--- src/rtl/depp_reg_bridge.sv ---
// DEPP pin-side bridge: synchronises the async host strobes and data, decodes address/data
// read/write cycles, and drives a single-cycle register bus with a wait-handshake back to the host.
module depp_reg_bridge #(
  parameter int SYNC_STAGES = 2,
  parameter int RD_TIMEOUT  = 255,
  parameter bit AUTO_INC    = 1'b1
) (
  input  logic       clk,
  input  logic       rst,
  input  logic       a_astb,
  input  logic       a_dstb,
  input  logic       a_write,
  input  logic [7:0] a_db_i,
  output logic [7:0] a_db_o,
  output logic       a_db_oe,
  output logic       a_wait,
  output logic [7:0] reg_addr,
  output logic [7:0] reg_wdata,
  output logic       reg_we,
  output logic       reg_re,
  input  logic [7:0] reg_rdata,
  input  logic       reg_rvalid,
  output logic       rd_timeout
);

  localparam int CNT_W = (RD_TIMEOUT < 2) ? 1 : $clog2(RD_TIMEOUT + 1);
  localparam logic [CNT_W-1:0] TMO_LAST = CNT_W'(RD_TIMEOUT - 1);

  typedef enum logic [1:0] {
    IDLE    = 2'd0,
    RD_WAIT = 2'd1,
    ACK     = 2'd2
  } state_t;

  state_t state_q, state_d;

  logic [SYNC_STAGES-1:0] astb_sync_q, dstb_sync_q, write_sync_q;
  logic [7:0]             db_sync_q [SYNC_STAGES];
  logic                   astb_hist_q, dstb_hist_q;

  logic [7:0]       addr_q, addr_d;
  logic [7:0]       wdata_q, wdata_d;
  logic             we_q, we_d;
  logic             re_q, re_d;
  logic [7:0]       db_o_q, db_o_d;
  logic             oe_q, oe_d;
  logic             wait_q, wait_d;
  logic             tmo_q, tmo_d;
  logic [CNT_W-1:0] cnt_q, cnt_d;
  logic             data_cyc_q, data_cyc_d;

  logic       astb_s, dstb_s, write_s;
  logic [7:0] db_s;
  logic       astb_fall_s, dstb_fall_s;

  assign astb_s  = astb_sync_q[SYNC_STAGES-1];
  assign dstb_s  = dstb_sync_q[SYNC_STAGES-1];
  assign write_s = write_sync_q[SYNC_STAGES-1];
  assign db_s    = db_sync_q[SYNC_STAGES-1];

  // History resets to 0, so a strobe already low when reset lifts never reads as a fall.
  assign astb_fall_s = astb_hist_q & ~astb_s;
  assign dstb_fall_s = dstb_hist_q & ~dstb_s;

  always_ff @(posedge clk) begin
    if (rst) begin
      astb_sync_q  <= '0;
      dstb_sync_q  <= '0;
      write_sync_q <= '0;
      for (int i = 0; i < SYNC_STAGES; i++) db_sync_q[i] <= 8'h00;
      astb_hist_q  <= 1'b0;
      dstb_hist_q  <= 1'b0;
    end else begin
      astb_sync_q  <= {astb_sync_q[SYNC_STAGES-2:0], a_astb};
      dstb_sync_q  <= {dstb_sync_q[SYNC_STAGES-2:0], a_dstb};
      write_sync_q <= {write_sync_q[SYNC_STAGES-2:0], a_write};
      db_sync_q[0] <= a_db_i;
      for (int i = 1; i < SYNC_STAGES; i++) db_sync_q[i] <= db_sync_q[i-1];
      astb_hist_q  <= astb_s;
      dstb_hist_q  <= dstb_s;
    end
  end

  always_ff @(posedge clk) begin
    if (rst) begin
      state_q    <= IDLE;
      addr_q     <= 8'h00;
      wdata_q    <= 8'h00;
      we_q       <= 1'b0;
      re_q       <= 1'b0;
      db_o_q     <= 8'h00;
      oe_q       <= 1'b0;
      wait_q     <= 1'b0;
      tmo_q      <= 1'b0;
      cnt_q      <= '0;
      data_cyc_q <= 1'b0;
    end else begin
      state_q    <= state_d;
      addr_q     <= addr_d;
      wdata_q    <= wdata_d;
      we_q       <= we_d;
      re_q       <= re_d;
      db_o_q     <= db_o_d;
      oe_q       <= oe_d;
      wait_q     <= wait_d;
      tmo_q      <= tmo_d;
      cnt_q      <= cnt_d;
      data_cyc_q <= data_cyc_d;
    end
  end

  always_comb begin
    state_d    = state_q;
    addr_d     = addr_q;
    wdata_d    = wdata_q;
    we_d       = 1'b0;
    re_d       = 1'b0;
    db_o_d     = db_o_q;
    oe_d       = oe_q;
    wait_d     = 1'b0;
    tmo_d      = tmo_q;
    cnt_d      = cnt_q;
    data_cyc_d = data_cyc_q;
    case (state_q)
      IDLE: begin
        // Address strobe wins when both fall together; the data strobe is then dropped.
        if (astb_fall_s) begin
          data_cyc_d = 1'b0;
          if (!write_s) begin
            addr_d = db_s;
          end else begin
            db_o_d = addr_q;
            oe_d   = 1'b1;
          end
          state_d = ACK;
          wait_d  = 1'b1;
        end else if (dstb_fall_s) begin
          data_cyc_d = 1'b1;
          if (!write_s) begin
            wdata_d = db_s;
            we_d    = 1'b1;
            state_d = ACK;
            wait_d  = 1'b1;
          end else begin
            re_d    = 1'b1;
            cnt_d   = '0;
            state_d = RD_WAIT;
          end
        end else begin
          state_d = IDLE;
        end
      end
      RD_WAIT: begin
        if (reg_rvalid) begin
          db_o_d  = reg_rdata;
          oe_d    = 1'b1;
          state_d = ACK;
          wait_d  = 1'b1;
        end else if (cnt_q == TMO_LAST) begin
          db_o_d  = 8'hFF;
          oe_d    = 1'b1;
          tmo_d   = 1'b1;
          state_d = ACK;
          wait_d  = 1'b1;
        end else begin
          cnt_d = cnt_q + {{(CNT_W-1){1'b0}}, 1'b1};
        end
      end
      ACK: begin
        if (astb_s && dstb_s) begin
          state_d = IDLE;
          oe_d    = 1'b0;
          wait_d  = 1'b0;
          if (AUTO_INC && data_cyc_q) begin
            addr_d = addr_q + 8'd1;
          end else begin
            addr_d = addr_q;
          end
        end else begin
          wait_d = 1'b1;
        end
      end
      default: begin
        state_d = IDLE;
        oe_d    = 1'b0;
      end
    endcase
  end

  assign a_db_o     = db_o_q;
  assign a_db_oe    = oe_q;
  assign a_wait     = wait_q;
  assign reg_addr   = addr_q;
  assign reg_wdata  = wdata_q;
  assign reg_we     = we_q;
  assign reg_re     = re_q;
  assign rd_timeout = tmo_q;

endmodule
--- config.mk ---
export PLATFORM = sky130hd
export DESIGN_NAME = depp_reg_bridge
export DESIGN_NICKNAME = d
export VERILOG_FILES = /design/src/rtl/depp_reg_bridge.sv
export SDC_FILE = /design/constraint.sdc
export NUM_CORES = 1
export LEC_CHECK = 0
export CORE_UTILIZATION = 51
export DETAILED_ROUTE_END_ITERATION = 6
export HOLD_SLACK_MARGIN = 0.08
export PLACE_DENSITY_LB_ADDON = 0.1
export SLEW_MARGIN = 40
export SYNTH_ARGS = -nofsm -noshare
export SYNTH_HDL_FRONTEND = slang
export SYNTH_SLANG_ARGS = --single-unit
--- constraint.sdc ---
create_clock -name clk -period 2.2 [get_ports clk]
set_input_delay 0.44 -clock clk [delete_from_list [all_inputs] [get_ports clk]]
set_output_delay 0.44 -clock clk [all_outputs]
set_load 0.005 [all_outputs]
Yosys cells after proc, flatten, opt, wreduce, memory -nomap -nowiden
Memories as Yosys holds them, arrays and structs flattened.
Index checks and enable logic that the tools add are counted.
{"block": "classes", "addsub": 2, "mul": 0, "n_div": 0, "order_cmp": 0, "n_eq_ne": 13, "shifts": 0, "mux": 44, "n_bitwise": 11, "reduce_logical": 15}
{"operator": "8-bit 2-to-1 mux", "n": 15}
{"operator": "8-bit case mux with 2 select lines", "n": 3}
{"operator": "2-bit != test (second input constant)", "n": 9}
{"operator": "1-bit 2-to-1 mux", "n": 17}
{"operator": "8-bit by 1-bit adder with 8-bit output (second input constant)", "n": 2}
{"operator": "2-bit 2-to-1 mux", "n": 6}
{"operator": "4-bit AND reduction", "n": 3}
{"operator": "8-bit == test (second input constant)", "n": 1}
{"operator": "1-bit NOT", "n": 7}
{"operator": "1-bit case mux with 3 select lines", "n": 2}
{"operator": "2-bit case mux with 3 select lines", "n": 1}
{"operator": "6-bit AND reduction", "n": 1}
{"operator": "2-bit nonzero test", "n": 3}
{"operator": "5-bit AND reduction", "n": 1}
{"operator": "2-bit AND reduction", "n": 2}
{"operator": "4-bit OR reduction", "n": 1}
{"operator": "3-bit != test (second input constant)", "n": 1}
{"operator": "3-bit AND reduction", "n": 1}
{"operator": "3-bit OR reduction", "n": 1}
{"operator": "1-bit AND", "n": 2}
{"operator": "2-bit by 1-bit == test with 1-bit output (second input constant)", "n": 1}
{"operator": "2-bit == test (second input constant)", "n": 1}
{"operator": "2-bit zero test", "n": 1}
{"operator": "1-bit bitwise OR", "n": 2}
{"operator": "1-bit logical AND", "n": 1}
{"block": "totals", "register_bits": 48, "latchBits": 0, "ramBits": 16, "romBits": 0, "out_inout_bits": 29, "elab_cells": 102, "memories": 1}
{"name": "db_sync_q", "depth": 2, "word_bits": 8, "rd": 2, "rd_clocked_by_memory_dff": 0, "write_ports": 2, "line_no": "38", "rtl": "logic [7:0] db_sync_q [SYNC_STAGES];"}

Logic depth before layout (Yosys ltp)
{"block": "depth", "depth_word": 5, "ltp_mapped": 7, "ltp_nobuf": 6}

Worst setup path before layout
No wires, ideal clock.
{"block": "synth_path", "kind": "input port to flip-flop", "start": "input port reg_rvalid", "end": "register cnt_q[3]", "arrival_ps": 1538, "path_slack_ps": 566, "path_stages": 5, "path_buffers": 1, "cell_sequence": "clkbuf_1 nor3b_2 o21a_1 nand4b_1 a221oi_1"}
{"block": "synth_between", "elab_chain_cells": 2}
{"item": "start: declaration", "line_no": "22", "rtl": "input logic reg_rvalid,"}
{"item": "2-bit != test (no line)"}
{"item": "6-bit AND reduction (no line)"}
{"item": "end signal: assignment", "line_no": "107", "rtl": "cnt_q <= cnt_d;"}
{"item": "end: declaration", "line_no": "49", "rtl": "logic [CNT_W-1:0] cnt_q, cnt_d;"}
No other way between the ends.
A chain may end at the register's enable or synchronous reset.

Worst setup path after layout
{"block": "layout_path", "start": "register state_q[1]", "end": "register wdata_q[0], in the netlist reg_wdata[0]"}
{"block": "layout_between", "elab_chain_cells": 2}
{"item": "start: declaration", "line_no": "35", "rtl": "state_t state_q, state_d;"}
{"item": "start signal: assignment", "line_no": "98", "rtl": "state_q <= state_d;"}
{"item": "2-bit zero test", "line_no": "124", "rtl": "case (state_q)"}
{"item": "4-bit AND reduction (no line)"}
{"item": "end signal: assignment", "line_no": "100", "rtl": "wdata_q <= wdata_d;"}
{"item": "end: declaration", "line_no": "42", "rtl": "logic [7:0] wdata_q, wdata_d;"}
No other way between the ends.

==> results.sh <==
export IMPL_finalSetupTns_ns=0
export IMPL_timing_critical_path_slowest_stage_cell="sky130_fd_sc_hd__or4b_4"
export IMPL_number_of_antenna_violations_at_the_first_check_in_global_routing=0
export IMPL_final_instance_count_excl_fill=419
export IMPL_routed_via_count=2201
export IMPL_initial_utilization_pct=52.87
export IMPL_postSynthAreaPerCell_um2=9.311
export IMPL_worst_path_buf_inv=0
export IMPL_critical_path_peak_fanout=13
export IMPL_layout_area_seq_um2=1281
export IMPL_vias_in_the_first_global_route=1910
export IMPL_dieHeight_um=74.76
export IMPL_p_per_area_nw_per_um2=634.5
export IMPL_worstPathRequired_ns=2.43
export IMPL_fp_dieArea_um2=5589
export IMPL_timing_final_crit_period_ns=1.891
export IMPL_hold_class="reg2reg"
export IMPL_core_rowCount=26
export IMPL_final_max_slew_violation_count=0
export IMPL_globalplace_congestion=0.8137
export IMPL_synth_seq_area_share_pct=47.45
export IMPL_grt_first_pass_wirelength_mm=8.493
export IMPL_end_kind="flop"
export IMPL_p_total_mw=2.204
export IMPL_multi_input_area_um2=1308
export IMPL_cap_viol_max_count=0
export IMPL_ys_seq_elements=64
export IMPL_path_cells="or4b_4 -> nor3_4 -> mux2i_1 -> nor2_1"
export IMPL_fillCellCount=439
export IMPL_worstReg2RegEnd="reg_wdata[0]"
export IMPL_worstHoldEndpoint="write_sync_q[1]"
export IMPL_firstDrtPassIters=4
export IMPL_worst_slew_pin_transition_ns=0.4930
export IMPL_worst_slew_margin_rel_pct=67.03
export IMPL_hold_path_startpoint="write_sync_q[0]"
export IMPL_antenna_cells=0
export IMPL_post_synth_instance_area_um2=2700
export IMPL_r2r_worst_path_cells=4
export IMPL_max_clock_buf_depth=2
export IMPL_overflow=0
export IMPL_ios=51
export IMPL_final_net_count=369
export IMPL_r2r_start="state_q[1]"
export IMPL_synth_area_leader_cell="sky130_fd_sc_hd__dfxtp_1"
export IMPL_finalCoreUtilization_pct=68.01
export IMPL_synthesis_yosys_warnings=0
export IMPL_placeableCoreArea_um2=5107
export IMPL_ctsRootBufferMaster="sky130_fd_sc_hd__clkbuf_8"
export IMPL_maximum_number_of_pins_on_one_net_before_global_route_repair=41
export IMPL_grt_total_usage_pct=20.68
export IMPL_worst_setup_hold_path_clk_slew_ns=0.07
export IMPL_setup_worst_path_start_class="flop"
export IMPL_cts_max_level=3
export IMPL_die_width_um=74.76
export IMPL_rrSetupSlack_ns=0.31
export IMPL_preCtsSetupSlack_ns=0.2885
export IMPL_area_growth_from_synthesis_to_final_layout_pct=28.64
export IMPL_min_delay_path_depth=1
export IMPL_ir_drop_uv=490.6
export IMPL_placed_cells_incl_taps=403
export IMPL_io_buffer_count=50
export IMPL_finalWorstSetupSlack_ns=0.3086
export IMPL_crit_family="simple AND/OR/NAND/NOR gates"
export IMPL_synth_top_cells_by_area="sky130_fd_sc_hd__dfxtp_1 47%, sky130_fd_sc_hd__mux2i_1 6.7%, sky130_fd_sc_hd__nor2b_1 6.5%, sky130_fd_sc_hd__nor2_1 4.0%, sky130_fd_sc_hd__a311o_1 3.3%"
export IMPL_synth_cell_types=43
export IMPL_run_status="completed"
export IMPL_latest_clock_arrival_within_the_worst_skew_pair_ns=0.33
export IMPL_worst_clock_skew_ns=0.008510
export IMPL_rsz0062_at_grt="no"
export IMPL_cts_buffers=9
export IMPL_clkSinkCount=64
export IMPL_report_final_hold_viol_count=0
export IMPL_routed_wl_mm=5.292
export IMPL_worstSetupPathDepth=4
export IMPL_timing_final_setup_violations=0
export IMPL_ant_nets=0
export IMPL_post_cts_setup_buffers=0
export IMPL_initialDrtViolationCount=85
export IMPL_cts_hold_buf=0
export IMPL_detail_route_wl_per_cell_um=12.63
export IMPL_critical_path_max_stage_delay_ns=0.62
export IMPL_maxClockFrequency_mhz=528.7
export IMPL_power_leakage_nw=1.317
export IMPL_share_of_post_route_cells_with_drive_strength_above_1_pct=9.742
export IMPL_final_min_period_over_clock_period_pct=85.97
export IMPL_cts_tree="built"
export IMPL_mappedNetlistNets=315
export IMPL_arrival_ns=2.12
export IMPL_worst_setup_path_type="reg2reg"
export IMPL_detailed_place_hpwl_mm=3.623
export IMPL_final_cell_mix="64 x sky130_fd_sc_hd__dfxtp_1, 49 x sky130_fd_sc_hd__clkdlybuf4s50_1, 29 x sky130_fd_sc_hd__nor2_1"
export IMPL_via_count_normalized_by_instance_count=5.253
export IMPL_layout_cells_most_common="sky130_fd_sc_hd__dfxtp_1"
export IMPL_number_of_standard_cells_after_synthesis=290
export IMPL_drc=0
export IMPL_netlist_area_leader_share_pct=47.45
export IMPL_ctsResizeCount=0
cell type report:
cell class | instances | share of cell area, %
Tap cell | 70 | 2.522
Inverter | 11 | 1.189
Timing Repair Buffer | 60 | 16.79
Clock buffer | 10 | 3.963
Multi-Input combinational cell | 198 | 37.64
Clock inverter | 6 | 1.009
Sequential cell | 64 | 36.89
layer usage:
metal | track usage, % | vias to the layer above | wire length [um] | part of all wire (%)
li1 | - | 1125 | - | -
met1 | 27.80 | 1002 | 2571 | 49
met2 | 30.53 | 68 | 2344 | 44
met3 | 6.426 | 6 | 302 | 5.7
met4 | 9.434 | 0 | 74 | 1.4
met5 | 0 | - | 0 | 0
kinds of logic (layout without fill, tap and decap cells):
logic type	count (synthesis)	count (layout)	synth area share, %
mux	19	19	7.090
xor+xnor	1	1	0.3244
flops	64	64	47.45
buf+inv	28	87	4.124
simple gates	118	118	24.75
fa+ha+maj	3	3	1.390
compound gates	57	57	14.88
synth_stat cells, drive strengths merged:
cell and count:
nor3b 1, o211ai 1, inv 11, nor2b 28
o21bai 1, o21ai 10, buf 5, nand4b 2
a311o 9, dfxtp 64, a22oi 3, a211oi 1
nand3 13, o32ai 2, nand2b 14, mux2i 18
nor2 29, clkbuf 12, mux2 1, a221oi 1
and3 3, and3b 1, or4b 2, o21a 2
and2 4, a41oi 1, a31oi 2, nor4bb 1
nand4 2, nand2 8, nor4b 1, nor3 6
a21oi 17, xnor2 1, o31a 1, a21o 2
o311a 2, a311oi 2, nor4 3, ha 3
through the flow:
step,area (um^2),hold slack (ns)
3_5_place_dp,3301,0.4239
3_3_place_gp,3301,0.4175
6_report,3473,0.4388
5_1_grt,3473,0.4603
4_1_cts,3473,0.4426
2_1_floorplan,2700,0.4138
flip-flops by register name, indices dropped and copies added (netlist names), 2 cells and up:
signal,count
write_sync_q,2
reg_wdata,8
astb_sync_q,2
a_db_o,8
db_sync_q,16
dstb_sync_q,2
state_q,2
cnt_q,8
reg_addr,8
how the worst max path moves through the flow:
stage / start / to
floorplan: reg_rvalid / cnt_q[3]
detailed placement: reg_rvalid / cnt_q[3]
global placement: reg_rvalid / cnt_q[3]
global route: state_q[1] / reg_wdata[0]
finish: state_q[1] / reg_wdata[0]
CTS: state_q[1] / reg_wdata[0]
report_power, final:
group          internal [mW]  switching [mW]  leakage (nW)  total [mW]
Combinational         0.0802          0.0567         0.708       0.137
Clock                  0.430           0.435        0.0878       0.865
Sequential              1.18          0.0176         0.521        1.20
Note: power is estimated with default switching activity, not from simulation.
